## config.mk

```make
export PLATFORM = sky130hd
export DESIGN_NAME = dcache_data_sched
export DESIGN_NICKNAME = d
export VERILOG_FILES = /design/src/rtl/dcache_data_sched_pkg.sv /design/src/rtl/dcache_data_sched_rr_pick.sv /design/src/rtl/dcache_data_sched.sv
export SDC_FILE = /design/constraint.sdc
export NUM_CORES = 1
export LEC_CHECK = 0
export ABC_AREA = 1
export BUFFER_PORTS_ARGS = -buffer_cell sky130_fd_sc_hd__buf_2
export CAP_MARGIN = 5
export CORE_UTILIZATION = 42
export DETAILED_ROUTE_END_ITERATION = 8
export HOLD_SLACK_MARGIN = 0.1
export PLACE_DENSITY = 0.89
export SYNTH_ARGS = -nofsm -noshare
export SYNTH_HDL_FRONTEND = slang
export SYNTH_SLANG_ARGS = --single-unit
```

## constraint.sdc

```tcl
create_clock -name clock -period 3.5 [get_ports clock]
set_input_delay 1.05 -clock clock [delete_from_list [all_inputs] [get_ports clock]]
set_output_delay 1.05 -clock clock [all_outputs]
set_load 0.03 [all_outputs]
```

## src/rtl/dcache_data_sched_pkg.sv

```systemverilog
// Shared types and constants for the L1 data-array port scheduler.
// The optional perf counter is enabled with DATA_SCHED_PERF_EN.
package dcache_data_sched_pkg;

  typedef enum logic [0:0] {
    IDLE   = 1'b0,
    LOCKED = 1'b1
  } state_t;

  localparam int DEFAULT_BEATS = 4;

  // Source-index width; a single requester still needs one bit.
  function automatic int src_w(input int n);
    return (n <= 1) ? 1 : $clog2(n);
  endfunction

endpackage

```

## src/rtl/dcache_data_sched_rr_pick.sv

```systemverilog
// Combinational round-robin picker: first valid bit scanning upward from ptr+1 with wrap.
// Reusable by other cache arbiters.
module rr_pick #(
  parameter int N     = 3,
  parameter int IDX_W = 2
) (
  input  logic [N-1:0]     valid,
  input  logic [IDX_W-1:0] ptr,
  output logic [N-1:0]     grant,
  output logic [IDX_W-1:0] idx,
  output logic             any
);

  // Priority scan, written without branches so every path assigns every bit.
  always_comb begin
    int unsigned pos;
    logic        hit;
    grant = '0;
    idx   = '0;
    any   = 1'b0;
    for (int k = 1; k <= N; k++) begin
      pos        = (int'(ptr) + k) % N;
      hit        = valid[pos] & ~any;
      grant[pos] = hit;
      idx        = hit ? IDX_W'(pos) : idx;
      any        = any | hit;
    end
  end

endmodule

```

## src/rtl/dcache_data_sched.sv

```systemverilog
// L1 data-array port scheduler: round-robin grant, burst lock, 1-cycle read response tag.
// Define DATA_SCHED_PERF_EN to add the io_perf_conflicts saturating counter.
module dcache_data_sched
  import dcache_data_sched_pkg::*;
#(
  parameter int N_REQ  = 3,
  parameter int ADDR_W = 12,
  parameter int WAYS   = 8,
  parameter int BEATS  = DEFAULT_BEATS,
  localparam int SRC_W = src_w(N_REQ)
) (
  input  logic                    clock,
  input  logic                    reset,
  input  logic [N_REQ-1:0]        io_req_valid,
  output logic [N_REQ-1:0]        io_req_ready,
  input  logic [N_REQ*ADDR_W-1:0] io_req_addr,
  input  logic [N_REQ*WAYS-1:0]   io_req_way_en,
  input  logic [N_REQ-1:0]        io_req_write,
  input  logic [N_REQ-1:0]        io_req_burst,
  output logic                    io_out_valid,
  input  logic                    io_out_ready,
  output logic [ADDR_W-1:0]       io_out_addr,
  output logic [WAYS-1:0]         io_out_way_en,
  output logic                    io_out_write,
  output logic [SRC_W-1:0]        io_out_src,
  output logic                    io_resp_valid,
  output logic [SRC_W-1:0]        io_resp_src
`ifdef DATA_SCHED_PERF_EN
  ,
  output logic [15:0]             io_perf_conflicts
`endif
);

  localparam int CNT_W = $clog2(BEATS);

  state_t             state_r, state_n;
  logic [SRC_W-1:0]   lock_src_r, lock_src_n;
  logic [SRC_W-1:0]   rr_ptr_r, rr_ptr_n;
  logic [CNT_W-1:0]   beat_cnt_r, beat_cnt_n;
  logic               resp_valid_r;
  logic [SRC_W-1:0]   resp_src_r;

  logic [N_REQ-1:0]   pick_grant_s;
  logic [SRC_W-1:0]   pick_idx_s;
  logic               pick_any_s;
  logic [N_REQ-1:0]   lock_oh_s;
  logic [N_REQ-1:0]   grant_s;
  logic [SRC_W-1:0]   src_s;
  logic               out_valid_s;
  logic               fire_s;

  rr_pick #(
    .N     (N_REQ),
    .IDX_W (SRC_W)
  ) u_rr_pick (
    .valid (io_req_valid),
    .ptr   (rr_ptr_r),
    .grant (pick_grant_s),
    .idx   (pick_idx_s),
    .any   (pick_any_s)
  );

  assign lock_oh_s = {{(N_REQ-1){1'b0}}, 1'b1} << lock_src_r;

  // Grant selection; a locked port only ever offers the lock owner.
  always_comb begin
    grant_s     = '0;
    src_s       = '0;
    out_valid_s = 1'b0;
    case (state_r)
      IDLE: begin
        grant_s     = pick_grant_s;
        src_s       = pick_any_s ? pick_idx_s : '0;
        out_valid_s = pick_any_s;
      end
      LOCKED: begin
        out_valid_s = io_req_valid[lock_src_r];
        grant_s     = out_valid_s ? lock_oh_s : '0;
        src_s       = out_valid_s ? lock_src_r : '0;
      end
      default: begin
        grant_s     = '0;
        src_s       = '0;
        out_valid_s = 1'b0;
      end
    endcase
  end

  assign fire_s        = out_valid_s & io_out_ready;
  assign io_req_ready  = grant_s & {N_REQ{io_out_ready}};
  assign io_out_valid  = out_valid_s;
  assign io_out_src    = src_s;
  assign io_out_addr   = out_valid_s ? io_req_addr[src_s*ADDR_W +: ADDR_W] : '0;
  assign io_out_way_en = out_valid_s ? io_req_way_en[src_s*WAYS +: WAYS] : '0;
  assign io_out_write  = out_valid_s ? io_req_write[src_s] : 1'b0;
  assign io_resp_valid = resp_valid_r;
  assign io_resp_src   = resp_src_r;

  // Next-state: everything holds unless the array accepts this cycle.
  always_comb begin
    state_n    = state_r;
    lock_src_n = lock_src_r;
    rr_ptr_n   = rr_ptr_r;
    beat_cnt_n = beat_cnt_r;
    case (state_r)
      IDLE: begin
        if (fire_s) begin
          rr_ptr_n = src_s;
          if (io_req_burst[src_s]) begin
            state_n    = LOCKED;
            lock_src_n = src_s;
            beat_cnt_n = CNT_W'(1);
          end else begin
            state_n = IDLE;
          end
        end else begin
          state_n = IDLE;
        end
      end
      LOCKED: begin
        if (fire_s) begin
          if (beat_cnt_r == CNT_W'(BEATS - 1)) begin
            state_n    = IDLE;
            beat_cnt_n = '0;
            rr_ptr_n   = lock_src_r;
          end else begin
            beat_cnt_n = beat_cnt_r + CNT_W'(1);
          end
        end else begin
          state_n = LOCKED;
        end
      end
      default: begin
        state_n    = IDLE;
        beat_cnt_n = '0;
      end
    endcase
  end

  // Scheduler state and the one-cycle-delayed read response tag.
  always_ff @(posedge clock or posedge reset) begin
    if (reset) begin
      state_r      <= IDLE;
      lock_src_r   <= '0;
      rr_ptr_r     <= SRC_W'(N_REQ - 1);
      beat_cnt_r   <= '0;
      resp_valid_r <= 1'b0;
      resp_src_r   <= '0;
    end else begin
      state_r      <= state_n;
      lock_src_r   <= lock_src_n;
      rr_ptr_r     <= rr_ptr_n;
      beat_cnt_r   <= beat_cnt_n;
      resp_valid_r <= fire_s & ~io_out_write;
      resp_src_r   <= src_s;
    end
  end

`ifdef DATA_SCHED_PERF_EN
  logic [3:0]  valid_cnt_s;
  logic        conflict_s;
  logic [15:0] perf_r;

  // Contention: two or more requesters, or anyone knocking on a locked port.
  always_comb begin
    valid_cnt_s = 4'd0;
    for (int i = 0; i < N_REQ; i++) begin
      valid_cnt_s = valid_cnt_s + {3'd0, io_req_valid[i]};
    end
    conflict_s = (valid_cnt_s >= 4'd2) |
                 ((state_r == LOCKED) & (|(io_req_valid & ~lock_oh_s)));
  end

  // Saturating conflict counter.
  always_ff @(posedge clock or posedge reset) begin
    if (reset) begin
      perf_r <= 16'd0;
    end else if (conflict_s && (perf_r != 16'hFFFF)) begin
      perf_r <= perf_r + 16'd1;
    end else begin
      perf_r <= perf_r;
    end
  end

  assign io_perf_conflicts = perf_r;
`endif

endmodule

```

==> impl_metrics.py, run 1 <==
metrics = {
    "outcome": {
        "status": "stopped before the end",
        "stop_stage": "global routing (5_1_grt)",
        "tool.error": "[ERROR GRT-0232] Routing congestion too high. Check the congestion heatmap in the GUI.",
    },
    "synth": {
        "ys_seq_elements": 10,
        "synth_top_family_by_area": "simple AND/OR/NAND/NOR gates",
        "synth_fa_ha_area_share_pct": 4.35,
        "synth.cell_area_sq_um": 1440,
        "synth.most_common_cell": "nand2_1",
        "ys_warn_count": 0,
        "synth-simple-area-share_pct": 43.3,
        "syn_inst": 247,
        "ys_top_cells_by_count": "nand2_1, nor2_1, o21ai_1",
        "syn_area_per_cell_sq_um": 5.82,
        "synth_top_cell_by_area": "dfrtp_1",
        "synth_mux_area_share_pct": 0,
        "synth_seq_area_share_pct": 17.5,
        "syn-num-nets": 324,
        "synth_edf_count": 0,
        "async_reset_ff_share_pct": 100,
        "yosys-top-cells-area": "dfrtp_1, nand2_1, nor2_1",
        "synth_xor_area_share_pct": 0,
        "yosysTopAreaCellShare_pct": 15.7,
        "synth_compound_area_share_pct": 21.4,
        "synth.distinct_cells": 26,
        "synth_flop_cell": "dfrtp_1",
    },
    "placement": {
        "port_buffers": 101,
        "placed_area_sq_um": 2210,
        "hpwl_um": 3890,
        "place.gp.congestion": 0.906,
        "placedCellCount": 402,
    },
    "global_routing": {
        "grt_max_degree": 21,
        "track_usage_pct": 69.9,
        "grt_overflow": 18,
    },
    "floorplan": {
        "die_w_um": 60.5,
        "die_height_um": 60.5,
        "rows": 20,
        "pin_count": 102,
        "start_util_pct": 45.6,
    },
    "clocking": {
        "cts_made_buffers": 3,
        "cts_buffer_depth": 2,
        "ctsHoldBuffers": 0,
        "clkSinkCount": 10,
        "cts-root-buf": "clkbuf_4",
        "cts_max_level": 1,
    },
    "sta": {
        "worst-endpoint-pin-kind": "primary output",
        "crit_endpoint": "io_out_addr[10]",
    },
}
-- metal layers --
layer	GRT overflow	track usage, %
met1	0	70.9
met3	1	49.9
met5	0	10.0
met2	9	89.6
met4	8	70.5
-- what timing repair did --
| item | CTS |
|---|---|
| buffers inserted | 3 |
| pin swaps | 25 |
| setup endpoints to repair | 22 |
| gates resized for setup | 96 |
| gates cloned | 5 |
-- through the flow --
step | hold WS (ns) | setup WS [ns] | TNS (ns)
3_5_place_dp | 0.483 | -0.264 | -4.42
2_1_floorplan | 0.446 | -0.0918 | -0.606
4_1_cts | 0.500 | -0.122 | -1.85
3_3_place_gp | 0.468 | -0.199 | -3.63
-- cells by family after synthesis --
| group | after synthesis |
|---|---|
| AOI/OAI and AO/OA | 61 |
| adders and majority gates | 5 |
| buffers and inverters | 36 |
| DFF | 10 |
| and+or+nand+nor | 135 |
==> run 2: changes to the inputs <==
--- a/config.mk
+++ b/config.mk
@@ -8,10 +8,10 @@
 export ABC_AREA = 1
 export BUFFER_PORTS_ARGS = -buffer_cell sky130_fd_sc_hd__buf_2
 export CAP_MARGIN = 5
-export CORE_UTILIZATION = 42
+export CORE_AREA = 2 2 63 65
 export DETAILED_ROUTE_END_ITERATION = 8
-export HOLD_SLACK_MARGIN = 0.1
-export PLACE_DENSITY = 0.89
+export DIE_AREA = 0 0 65 67
+export PLACE_DENSITY_LB_ADDON = 0.15
 export SYNTH_ARGS = -nofsm -noshare
 export SYNTH_HDL_FRONTEND = slang
 export SYNTH_SLANG_ARGS = --single-unit
==> impl_metrics.py, run 2 <==
metrics = {
    "global_routing": {
        "first_global_vias": 2075,
        "antenna_found_initial": 0,
        "grt_first_pass_wirelength_um": 9070,
        "grt_max_degree": 15,
        "grt_overflow": 0,
        "track_usage_pct": 26.8,
    },
    "sta": {
        "setup_slack_ns": -0.201,
        "max_slew_margin_pct": 65.5,
        "setup_viol": 21,
        "fmax_mhz": 270,
        "period_needed_ns": 3.70,
        "finalCritPeriodShare_pct": 106,
        "rsz0062_at_grt": "true",
        "worstMarginPinSlew_ns": 0.517,
        "slew_violations": 0,
        "finalHoldViolations": 0,
        "finalClockSkew_ns": 0.00633,
    },
    "worst_setup_path": {
        "worstSetupEndpointType": "primary output",
        "cp-start-kind": "input pin",
        "worst_ep_arrival_time_ns": 2.65,
        "r2r-start": "rr_ptr_r[1]",
        "worstSetupPathType": "in -> out",
        "required_ns": 2.45,
        "rrSetupSlack_ns": 0.99,
        "reg2reg_depth": 17,
        "critPathMaxFanout": 6,
        "r2r_end": "state_r",
    },
    "routing": {
        "wire_per_inst_um": 18.8,
        "route.antenna.remaining_nets": 0,
        "totalWireLength_um": 8060,
        "met1_length_um": 2990,
        "drc": 0,
        "dr_total_vias": 2422,
        "first_iter_violations": 215,
        "wl_met2_um": 4150,
        "first_pass_iters": 6,
        "maxUsedRoutingLayer": "met4",
        "met3_length_um": 599,
        "vias_per_cell": 5.63,
    },
    "layout": {
        "final_common_cell": "buf_2",
        "drive_gt1_share_pct": 73.0,
        "antenna_cells": 0,
        "layout_common_cells": "buf_2, nand2_1, buf_6, buf_4, nor2_2",
        "finalNetCount": 460,
        "syn2layout_area_growth_pct": 117,
        "fin_util_pct": 86.6,
    },
    "synth": {
        "syn_inst": 247,
        "ys_top_cells_by_count": "nand2_1, nor2_1, o21ai_1",
        "synth_top_cell_by_area": "dfrtp_1",
        "ys_warn_count": 0,
        "async_reset_ff_share_pct": 100,
        "synth.most_common_cell": "nand2_1",
        "ys_seq_elements": 10,
        "synth_edf_count": 0,
        "synth_seq_area_share_pct": 17.5,
        "synth.cell_area_sq_um": 1440,
        "synth_flop_cell": "dfrtp_1",
        "synth.distinct_cells": 26,
        "syn-num-nets": 324,
        "syn_area_per_cell_sq_um": 5.82,
        "yosys-top-cells-area": "dfrtp_1, nand2_1, nor2_1",
        "yosysTopAreaCellShare_pct": 15.7,
    },
    "min_path": {
        "hp-start": "beat_cnt_r[1]",
        "worstHoldPathCells": 2,
        "hold_end": "beat_cnt_r[1]",
        "min_path_type": "reg -> reg",
    },
    "flow_run": {
        "drv_cap": 0,
    },
    "floorplan": {
        "dieArea_sq_um": 4360,
        "rows": 22,
        "core_area_sq_um": 3610,
        "pin_count": 102,
        "die_w_um": 65,
        "die_height_um": 67,
        "start_util_pct": 39.9,
    },
    "placement": {
        "place.gp.congestion": 0.964,
        "hpwl_um": 3760,
        "port_buffers": 101,
    },
    "clocking": {
        "cts_made_buffers": 3,
        "clkSinkCount": 10,
        "cts-root-buf": "clkbuf_8",
        "cts.reportedPaths.clkPinSlew_ns": 0.05,
        "cts_max_level": 1,
        "clk_latency_ns": 0.24,
        "ctsHoldBuffers": 0,
        "tritoncts": "done",
        "cts_buffer_depth": 2,
    },
    "outcome": {
        "status": "finished, violations left",
        "violations": "negative setup slack",
    },
}
## run 2: cell counts after synthesis
No cell type changed its count.
## run 2: logic make-up after synthesis
family                   after synthesis  share of synthesized area, %
flip-flops                            10                          17.5
buffers and inverters                 36                          13.5
AO/OA/AOI/OAI                         61                          21.4
adder cells (fa/ha/maj)                5                          4.35
AND/OR/NAND/NOR                      135                          43.3
## run 2: cell type report
class	instances	area [sq um]
Fill cell	152	484
Inverter	24	115
Tap cell	48	60.1
Multi-Input combinational cell	203	1550
Clock buffer	4	55.1
Timing Repair inverter	3	33.8
Timing Repair Buffer	138	1060
Sequential cell	10	251
## run 2: worst max-delay path by stage
stage	depth (start not counted)	slack, ns	startpoint	endpoint
global placement	14	-0.25	io_req_valid[0]	io_out_addr[11]
global route	14	-0.27	io_req_valid[1]	io_out_write
detailed placement	14	-0.28	io_req_valid[0]	io_out_write
floorplan	12	-0.09	io_req_valid[0]	io_out_addr[10]
CTS	15	-0.07	io_req_valid[1]	io_out_write
finish	14	-0.20	io_req_valid[1]	io_out_way_en[3]
## run 2: worst max-delay path: stages
cell and delay [ns]:
buf_6 0.10, inv_6 0.06, nand2_4 0.06, nand3_2 0.10
nand2_4 0.07, nor2_4 0.15, nand3_2 0.11, nand3_4 0.16
nand2_8 0.10, buf_8 0.17, nor2_4 0.11, o21ai_2 0.09
a21oi_4 0.18, buf_6 0.15
## run 2: what timing repair did
| item | 4_1_cts | 5_1_grt |
|---|---|---|
| buffers inserted | 5 | 6 |
| setup endpoints to repair | 22 | 24 |
| hold endpoints to repair | 0 | 0 |
| pin swaps | 12 | 35 |
| cloned | 8 | 2 |
| gates resized for setup | 95 | 93 |
## run 2: metrics by stage
step,instance area (sq um),setup slack (ns),TNS [ns],cells,hold slack (ns)
floorplan,1560,-0.0918,-0.606,247,0.446
detailed placement,2210,-0.277,-4.53,405,0.479
global placement,2210,-0.245,-4.29,405,0.471
finish,3120,-0.201,-3.21,430,0.484
global route,3120,-0.271,-4.75,430,0.525
CTS,2710,-0.0690,-0.875,422,0.491
## run 2: metal layers
layer / global-route usage (%) / up-vias
li1: - / 1080
met1: 31.6 / 1118
met2: 49.4 / 186
met3: 2.70 / 38
met4: 10.9 / 0
met5: 0 / -
Power of run 2 is left out: the tool's default activity adds up to more than one toggle a clock period on the data nets, which glitch-free logic cannot reach.
